==> config.mk <==
export PLATFORM = sky130hd
export DESIGN_NAME = mario_input_ctrl_flat
export DESIGN_NICKNAME = d
export VERILOG_FILES = /design/src/rtl/mario_input_ctrl_if.sv /design/src/rtl/mario_input_ctrl.sv /design/src/flat_wrapper.sv
export SDC_FILE = /design/constraint.sdc
export NUM_CORES = 1
export LEC_CHECK = 0
export ABC_AREA = 1
export CAP_MARGIN = 20
export CORE_UTILIZATION = 49
export DETAILED_ROUTE_END_ITERATION = 6
export GPL_TIMING_DRIVEN = 0
export PLACE_DENSITY = 0.8
export SLEW_MARGIN = 10
export SYNTH_ARGS = -nofsm -noshare
export SYNTH_HDL_FRONTEND = slang
export SYNTH_SLANG_ARGS = --single-unit
==> constraint.sdc <==
create_clock -name frame_clk -period 1.9 [get_ports frame_clk]
set_clock_uncertainty 0.2 [all_clocks]
set_input_delay 0.38 -clock frame_clk [delete_from_list [all_inputs] [get_ports frame_clk]]
set_output_delay 0.38 -clock frame_clk [all_outputs]
set_load 0.005 [all_outputs]
==> src/rtl/mario_input_ctrl_if.sv <==
// Keyboard-report-in / movement-command-out bundle between the HID front end and the input controller.
interface mario_input_ctrl_if;
    logic [7:0] keycode0;
    logic [7:0] keycode1;
    logic [7:0] keycode2;
    logic [7:0] keycode3;
    logic [7:0] keycode_out;
    logic       move_left;
    logic       move_right;
    logic       crouch;
    logic       jump_pulse;
    logic [2:0] run_speed;

    modport master (
        output keycode0, keycode1, keycode2, keycode3,
        input  keycode_out, move_left, move_right, crouch, jump_pulse, run_speed
    );

    modport slave (
        input  keycode0, keycode1, keycode2, keycode3,
        output keycode_out, move_left, move_right, crouch, jump_pulse, run_speed
    );
endinterface

==> src/rtl/mario_input_ctrl.sv <==
// Per-frame keyboard conditioning: last-pressed-wins direction, run-speed ramp,
// edge-triggered jump with cooldown lockout, and a single resolved keycode.
module mario_input_ctrl #(
    parameter logic [7:0] KEY_LEFT      = 8'h04,
    parameter logic [7:0] KEY_RIGHT     = 8'h07,
    parameter logic [7:0] KEY_DOWN      = 8'h16,
    parameter logic [7:0] KEY_JUMP      = 8'h1A,
    parameter int         ACCEL_FRAMES  = 8,
    parameter int         MAX_SPEED     = 4,
    parameter int         JUMP_COOLDOWN = 20
) (
    input  logic               frame_clk,
    input  logic               Reset,
    mario_input_ctrl_if.slave  bus
);
    typedef enum logic [1:0] {NEUTRAL, LEFT, RIGHT} dir_e;

    dir_e       dir_q, dir_d;
    logic [7:0] cnt_q, cnt_d;
    logic [7:0] cd_q, cd_d;
    logic [2:0] spd_q, spd_d;
    logic       jump_prev_q, left_prev_q, right_prev_q;
    logic       jump_q, jump_d;
    logic       crouch_q, crouch_d;
    logic [7:0] kc_q, kc_d;

    logic left_held, right_held, down_held, jump_held;
    logic left_new, right_new;

    // Slot order and duplicates are irrelevant: a key is held if any slot carries it.
    assign left_held  = (bus.keycode0 == KEY_LEFT)  | (bus.keycode1 == KEY_LEFT)
                      | (bus.keycode2 == KEY_LEFT)  | (bus.keycode3 == KEY_LEFT);
    assign right_held = (bus.keycode0 == KEY_RIGHT) | (bus.keycode1 == KEY_RIGHT)
                      | (bus.keycode2 == KEY_RIGHT) | (bus.keycode3 == KEY_RIGHT);
    assign down_held  = (bus.keycode0 == KEY_DOWN)  | (bus.keycode1 == KEY_DOWN)
                      | (bus.keycode2 == KEY_DOWN)  | (bus.keycode3 == KEY_DOWN);
    assign jump_held  = (bus.keycode0 == KEY_JUMP)  | (bus.keycode1 == KEY_JUMP)
                      | (bus.keycode2 == KEY_JUMP)  | (bus.keycode3 == KEY_JUMP);

    assign left_new  = left_held  & ~left_prev_q;
    assign right_new = right_held & ~right_prev_q;

    always_comb begin
        dir_d = dir_q;
        if (left_held && right_held) begin
            if (left_new && !right_new)      dir_d = LEFT;
            else if (right_new && !left_new) dir_d = RIGHT;
            else if (dir_q == NEUTRAL)       dir_d = LEFT;
        end else if (left_held) begin
            dir_d = LEFT;
        end else if (right_held) begin
            dir_d = RIGHT;
        end else begin
            dir_d = NEUTRAL;
        end

        // A reversal counts as a fresh entry, so speed restarts at 1.
        cnt_d = cnt_q;
        spd_d = spd_q;
        if (dir_d == NEUTRAL) begin
            cnt_d = 8'd0;
            spd_d = 3'd0;
        end else if (dir_d != dir_q) begin
            cnt_d = 8'd0;
            spd_d = 3'd1;
        end else if (cnt_q == 8'(ACCEL_FRAMES - 1)) begin
            cnt_d = 8'd0;
            spd_d = (spd_q >= 3'(MAX_SPEED)) ? 3'(MAX_SPEED) : spd_q + 3'd1;
        end else begin
            cnt_d = cnt_q + 8'd1;
        end

        jump_d = jump_held & ~jump_prev_q & (cd_q == 8'd0);
        if (jump_d)              cd_d = 8'(JUMP_COOLDOWN);
        else if (cd_q != 8'd0)   cd_d = cd_q - 8'd1;
        else                     cd_d = 8'd0;

        crouch_d = down_held & (dir_d == NEUTRAL);

        if (jump_d)                kc_d = KEY_JUMP;
        else if (dir_d == LEFT)    kc_d = KEY_LEFT;
        else if (dir_d == RIGHT)   kc_d = KEY_RIGHT;
        else if (crouch_d)         kc_d = KEY_DOWN;
        else                       kc_d = 8'h00;
    end

    always_ff @(posedge frame_clk or posedge Reset) begin
        if (Reset) begin
            dir_q        <= NEUTRAL;
            cnt_q        <= 8'd0;
            cd_q         <= 8'd0;
            spd_q        <= 3'd0;
            jump_prev_q  <= 1'b0;
            left_prev_q  <= 1'b0;
            right_prev_q <= 1'b0;
            jump_q       <= 1'b0;
            crouch_q     <= 1'b0;
            kc_q         <= 8'h00;
        end else begin
            dir_q        <= dir_d;
            cnt_q        <= cnt_d;
            cd_q         <= cd_d;
            spd_q        <= spd_d;
            jump_prev_q  <= jump_held;
            left_prev_q  <= left_held;
            right_prev_q <= right_held;
            jump_q       <= jump_d;
            crouch_q     <= crouch_d;
            kc_q         <= kc_d;
        end
    end

    assign bus.keycode_out = kc_q;
    assign bus.move_left   = (dir_q == LEFT);
    assign bus.move_right  = (dir_q == RIGHT);
    assign bus.crouch      = crouch_q;
    assign bus.jump_pulse  = jump_q;
    assign bus.run_speed   = spd_q;
endmodule

==> src/flat_wrapper.sv <==
// flat-port wrapper written by rule: the top's interface ports become plain ports
module mario_input_ctrl_flat 
#(
    parameter logic [7:0] KEY_LEFT      = 8'h04,
    parameter logic [7:0] KEY_RIGHT     = 8'h07,
    parameter logic [7:0] KEY_DOWN      = 8'h16,
    parameter logic [7:0] KEY_JUMP      = 8'h1A,
    parameter int         ACCEL_FRAMES  = 8,
    parameter int         MAX_SPEED     = 4,
    parameter int         JUMP_COOLDOWN = 20
)
  (frame_clk, Reset, bus_keycode0, bus_keycode1, bus_keycode2, bus_keycode3, bus_keycode_out, bus_move_left, bus_move_right, bus_crouch, bus_jump_pulse, bus_run_speed);
  mario_input_ctrl_if bus_i ();
  input  logic frame_clk;
  input  logic Reset;
  input wire logic [$bits(bus_i.keycode0)-1:0] bus_keycode0;
  input wire logic [$bits(bus_i.keycode1)-1:0] bus_keycode1;
  input wire logic [$bits(bus_i.keycode2)-1:0] bus_keycode2;
  input wire logic [$bits(bus_i.keycode3)-1:0] bus_keycode3;
  output wire logic [$bits(bus_i.keycode_out)-1:0] bus_keycode_out;
  output wire logic [$bits(bus_i.move_left)-1:0] bus_move_left;
  output wire logic [$bits(bus_i.move_right)-1:0] bus_move_right;
  output wire logic [$bits(bus_i.crouch)-1:0] bus_crouch;
  output wire logic [$bits(bus_i.jump_pulse)-1:0] bus_jump_pulse;
  output wire logic [$bits(bus_i.run_speed)-1:0] bus_run_speed;
  assign bus_i.keycode0 = bus_keycode0;
  assign bus_i.keycode1 = bus_keycode1;
  assign bus_i.keycode2 = bus_keycode2;
  assign bus_i.keycode3 = bus_keycode3;
  assign bus_keycode_out = bus_i.keycode_out;
  assign bus_move_left = bus_i.move_left;
  assign bus_move_right = bus_i.move_right;
  assign bus_crouch = bus_i.crouch;
  assign bus_jump_pulse = bus_i.jump_pulse;
  assign bus_run_speed = bus_i.run_speed;
  mario_input_ctrl #(.KEY_LEFT(KEY_LEFT), .KEY_RIGHT(KEY_RIGHT), .KEY_DOWN(KEY_DOWN), .KEY_JUMP(KEY_JUMP), .ACCEL_FRAMES(ACCEL_FRAMES), .MAX_SPEED(MAX_SPEED), .JUMP_COOLDOWN(JUMP_COOLDOWN)) u_core (.frame_clk(frame_clk), .Reset(Reset), .bus(bus_i));
endmodule
After elaboration in Yosys (flattened, before gate mapping)
Index checks and enable logic that the tools add are counted.
- latch bits: 0
- logic and storage cells: 85
- bits in writable memories: 0
- memories: 0
- bits in read-only memories: 0
- input bits: 34
- register bits after elaboration: 34
- equal/unequal tests: 22
- multipliers: 0
- magnitude comparators: 1
- reduce and logical (&&, ||, !) cells: 10
- bitwise logic cells: 20
- shift operators: 0
- div/mod/pow operators: 0
- muxes and demuxes: 19
- $add $sub $neg: 3
- operators by type and width (cell ; number):
    8-bit by 3-bit == test with 1-bit output (second input constant) ; 9
    8-bit by 5-bit == test with 1-bit output (second input constant) ; 8
    8-bit 2-to-1 mux ; 8
    2-bit 2-to-1 mux ; 6
    3-bit 2-to-1 mux ; 4
    1-bit OR ; 12
    8-bit by 1-bit adder with 8-bit output (second input constant) ; 1
    8-bit zero test ; 1
    8-bit nonzero test ; 1
    8-bit by 1-bit subtractor with 8-bit output (second input constant) ; 1
    1-bit bitwise AND ; 5
    5-bit 2-to-1 mux ; 1
    2-bit by 1-bit == test with 1-bit output (second input constant) ; 2
    2-bit == test (second input constant) ; 2
    2-bit zero test ; 2
    3-bit by 1-bit adder with 3-bit output (second input constant) ; 1
    3-bit greater-or-equal comparator (second input constant) ; 1
    1-bit logical AND ; 3
    1-bit inverter ; 3
    3-bit nonzero test ; 1
    1-bit zero test ; 2
    2-bit inequality test ; 1

Depth between registers and ports, before layout
- depth in word-level cells: 16
- depth in mapped cells: 15
- gate-level depth less buffers: 15

Worst setup path before layout
Ideal clock, no wire load.
- path type: input-to-reg
- from: input port bus_keycode3[7]
- to: register u_core.spd_q[0] (netlist: u_core.bus.run_speed[0])
- stages on the path: 14
- path slack: 0.127 ns
- data required time: 1.583 ns
- path buffers: 0
- data arrival time: 1.456 ns
- path through: nor2_1 > nand2_1 > nor2_1 > inv_1 > nand2_1 > nor2_1 > a21oi_4 > nand2_4 > nand2_4 > nand2_4 > nand2_8 > inv_2 > nand3_2 > nand2_1
- cells in the longest elaborated chain, start to end: 11
- elaborated cells on any way between the ends: 21
- classes of those cells: 3 x eq/ne; 7 x mux; 4 x bitwise; 7 x reduce/logical
- RTL lines (what ; line ; text):
    start, declared ; flat_wrapper.sv:19 ; input wire logic [$bits(bus_i.keycode3)-1:0] bus_keycode3;
    8-bit by 3-bit == test with 1-bit output ; mario_input_ctrl.sv:32 ; | (bus.keycode2 == KEY_LEFT) | (bus.keycode3 == KEY_LEFT);
    1-bit OR ; mario_input_ctrl.sv:32 ;
    1-bit bitwise AND ; mario_input_ctrl.sv:40 ; assign left_new = left_held & ~left_prev_q;
    1-bit zero test ; mario_input_ctrl.sv:47 ; else if (right_new && !left_new) dir_d = RIGHT;
    1-bit logical AND ; mario_input_ctrl.sv:47 ;
    2-bit 2-to-1 mux ; mario_input_ctrl.sv:47 ;
    2-bit 2-to-1 mux ; mario_input_ctrl.sv:46 ; if (left_new && !right_new) dir_d = LEFT;
    2-bit 2-to-1 mux (*) ; mario_input_ctrl.sv:45 ; if (left_held && right_held) begin
    2-bit inequality test ; mario_input_ctrl.sv:63 ; end else if (dir_d != dir_q) begin
    3-bit 2-to-1 mux ; mario_input_ctrl.sv:63 ;
    3-bit 2-to-1 mux ; mario_input_ctrl.sv:60 ; if (dir_d == NEUTRAL) begin
    end signal, assigned ; mario_input_ctrl.sv:103 ; spd_q <= spd_d;
    end, declared ; mario_input_ctrl.sv:21 ; logic [2:0] spd_q, spd_d;
Mark *: on every way between the ends. The rest lies on a longest branch, timed or not.
A chain may end at the register's enable or synchronous reset.

Worst setup path after layout
- from: input port bus_keycode3[2]
- to: register u_core.cnt_q[1]
- cells in the longest elaborated chain, start to end: 11
- elaborated cells on any way between the ends: 20
- classes of those cells: 3 x eq/ne; 7 x mux; 4 x bitwise; 6 x reduce/logical
- RTL lines (what ; line ; text):
    8-bit by 3-bit == test with 1-bit output (*) ; mario_input_ctrl.sv:32 ;
    1-bit OR (*) ; mario_input_ctrl.sv:32 ;
    via u_core.left_held ; mario_input_ctrl.sv:27 ; logic left_held, right_held, down_held, jump_held;
    1-bit bitwise AND ; mario_input_ctrl.sv:40 ;
    1-bit zero test ; mario_input_ctrl.sv:47 ;
    1-bit logical AND ; mario_input_ctrl.sv:47 ;
    2-bit 2-to-1 mux ; mario_input_ctrl.sv:47 ;
    2-bit 2-to-1 mux ; mario_input_ctrl.sv:46 ;
    2-bit 2-to-1 mux (*) ; mario_input_ctrl.sv:45 ;
    2-bit inequality test ; mario_input_ctrl.sv:63 ;
    8-bit 2-to-1 mux ; mario_input_ctrl.sv:63 ;
    8-bit 2-to-1 mux (*) ; mario_input_ctrl.sv:60 ;
    via u_core.cnt_d[1] ; mario_input_ctrl.sv:19 ; logic [7:0] cnt_q, cnt_d;
    end signal, assigned ; mario_input_ctrl.sv:101 ; cnt_q <= cnt_d;
    end, declared ; mario_input_ctrl.sv:19 ;
Mark *: on every way through the listed nets, which the timed path passes. The rest lies on a longest branch.

==> results.toml <==
[pwr]
leakagePower_nw = 1.44
design_power_total_w = 0.00175
peakVddDrop_uv = 284
powerDensity_nw_per_um2 = 623

[yosys]
ys_seq_elements = 30
async_flop_share_pct = 100
synth_area_um2 = 1960
synth_cells = 258
ys_warn_count = 0
yosys-top-cells-count = "47 x nand2_1, 43 x inv_1, 41 x nor2_1, 30 x dfrtp_1, 11 x nand4_1"
syn_area_per_cell_um2 = 7.59
yosysTopAreaCell = "dfrtp_1"
yosysTopAreaCellShare_pct = 38.3
synth.yosys.seq_area_share_pct = 38.3
synth.distinct_cells = 29
yosysMostFrequentCell = "nand2_1"
postSynth.topFlopCell = "dfrtp_1"
synthTopCellsByArea = "dfrtp_1 38%, nand2_1 9.0%, inv_1 8.2%"
synth_edf_count = 0

[clock_network]
clock_sinks = 30
cts_tree = "built"
path_clk_slew_ns = 0.06
numCtsBuffers = 5
cts_buffer_depth = 2
clk_latency_ns = 0.27
htree_levels = 2
clockRootBuffer = "clkbuf_8"

[routing]
via_per_inst = 4.94
routedWlPerCell_um = 11.7
drtIter0Drc = 157
routed-via-count = 1872
drt_first_pass_iters = 4
routed_wl_um = 4450
drc = 0
ant_nets = 0

[critical_path]
worstReg2RegStart = "u_core.cd_q[3]$_DFF_PP0_"
max_stage_delay_ns = 0.24
crit_type = "primary input to flop"
crit_slowest_cell = "dlygate4sd2_1"
critPathMostFrequentCell = "nand2_4"
startpoint_type = "primary input"
worstPathRequired_ns = 1.89
r2r_setup_slack_ns = 0.12
r2r_end = "u_core.bus.keycode_out[0]$_DFF_PP0_"
crit_fanout = 5
end_kind = "flop"
path_cells = "dlygate4sd2_1, inv_2, nor2_4, nand2_1, nor2_1, nor2_2, nand2_4, a21oi_4, buf_6, nand2_4, nand2_4, nand3_4, nor3_4"
crit_arrival_ns = 1.86
rr_worst_depth = 8

[place]
finalWeightedCongestion = 0.803
dp_cells = 354
dp_slack_ns = -0.488
dpl.hpwl_um = 2960
place_area_um2 = 2500
io_buffers = 45

[cells_and_area]
final_cell_area_um2 = 2810
area_growth_pct = 43.7
finalNonFillerCells = 379
fin_nets = 370
antennaDiodeCount = 0
drive_above_1_share_pct = 30.5

[timing]
hold_slack_ns = 0.203
hold_violations = 0
slew_violations = 0
setup_ws_ns = 0.0376
fin_crit_ns = 1.86
max_freq_mhz = 537
setup_viol = 0
post-route-period-util_pct = 98.0
rsz0062_at_grt = "true"

[outcome]
status = "finished, final reports clean"

[global_route]
grt_max_degree = 23
grt_usage_pct = 20.5
grt_overflow = 0
antenna_found_initial = 0
first_global_vias = 1612
grt_pass1_wl_um = 6710

[die]
dieWidth_um = 65.2
ioPinCount = 49
rows = 22
start_util_pct = 52.3
die_h_um = 65.2
die_area_um2 = 4250
core-area_um2 = 3740

[worst_hold_path]
hold_path.class = "primary input to async pin"

[flow_run]
cap_violations = 0
[critical path, delay by kind of cell]
kind	cells	cell delay, ns
AO/OA/AOI/OAI	1	0.18
buffers and inverters	3	0.45
AND/OR/NAND/NOR	9	0.84
[cell type report]
class                   instances  area, um^2
well taps                      48        60.1
flip-flops and latches         30         751
repair buffers                 63         563
multi-input cells             179        1150
plain buffers                   4        30.0
clock buffers                   7        76.3
inverters                      48         180
fillers                       287         930
[registers in the layout, summed over array words and instances, names as in the netlist, 2 cells and up]
signal	cells
u_core.cnt_q	8
u_core.bus.keycode_out	5
u_core.dir_q	2
u_core.cd_q	8
u_core.bus.run_speed	3
[how the worst max path moves through the flow]
| stage | endpoint | slack, ns | from |
|---|---|---|---|
| detailed placement | u_core.bus.run_speed[0]$_DFFE_PP0P_ | -0.49 | bus_keycode1[1] |
| floorplan | u_core.bus.run_speed[0]$_DFFE_PP0P_ | 0.13 | bus_keycode3[7] |
| global route | u_core.cnt_q[1]$_DFF_PP0_ | -0.05 | bus_keycode3[7] |
| CTS | u_core.bus.run_speed[0]$_DFFE_PP0P_ | 0.003 | bus_keycode3[6] |
| global placement | u_core.bus.run_speed[0]$_DFFE_PP0P_ | -0.47 | bus_keycode1[2] |
| finish | u_core.cnt_q[1]$_DFF_PP0_ | 0.04 | bus_keycode3[2] |
[per-stage QoR]
stage	TNS (ns)	utilization (%)
3_3_place_gp	-8.71	66.1
3_5_place_dp	-8.24	66.9
2_1_floorplan	0	-
5_1_grt	-0.154	75.2
6_report	0	75.2
4_1_cts	0	71.7
[cells in the final DEF, fill, tap and decap left out, types with 9 or more instances in the layout]
cell	count
buf_4	19
clkdlybuf4s15_1	12
clkdlybuf4s50_1	11
dfrtp_1	30
dlygate4sd2_1	16
inv_1	39
inv_2	9
nand2_1	39
nand2_2	9
nand3_1	9
nand4_1	11
nor2_1	28
nor2_2	18
[logic make-up (layout without fill, tap and decap cells)]
group	after synthesis	in the layout	share of synthesized area (%)
AOI/OAI and AO/OA	18	18	5.50
xor gates and xnor gates	5	5	2.24
adders and majority gates	5	5	3.19
buffers and inverters	52	122	10.7
DFF	30	30	38.3
other	1	3	0.192
and+or+nand+nor	147	148	39.8
[power breakdown]
group	internal [W]	total, W	leakage, nW	switching [W]
Clock	0.000251	0.000459	0.0383	0.000208
Sequential	0.000731	0.000813	0.402	0.0000820
Combinational	0.000206	0.000482	0.997	0.000277
[repair_timing]
action | in CTS | in global routing
setup buffers | 11 | 6
setup endpoints to repair | 18 | 16
gates resized for setup | 49 | 52
pin swaps | 22 | 39
cloned | 1 | 0
hold buffers | 0 | 0
[per-layer routing]
metal | vias up | global-route usage, % | part of all wire, %
met4 | 0 | 8.15 | 1.3
met3 | 5 | 3.82 | 4.9
met1 | 856 | 26.7 | 41
met5 | - | 0 | 0
li1 | 953 | - | -
met2 | 58 | 33.5 | 53
Power figures use the tool's default switching activity.
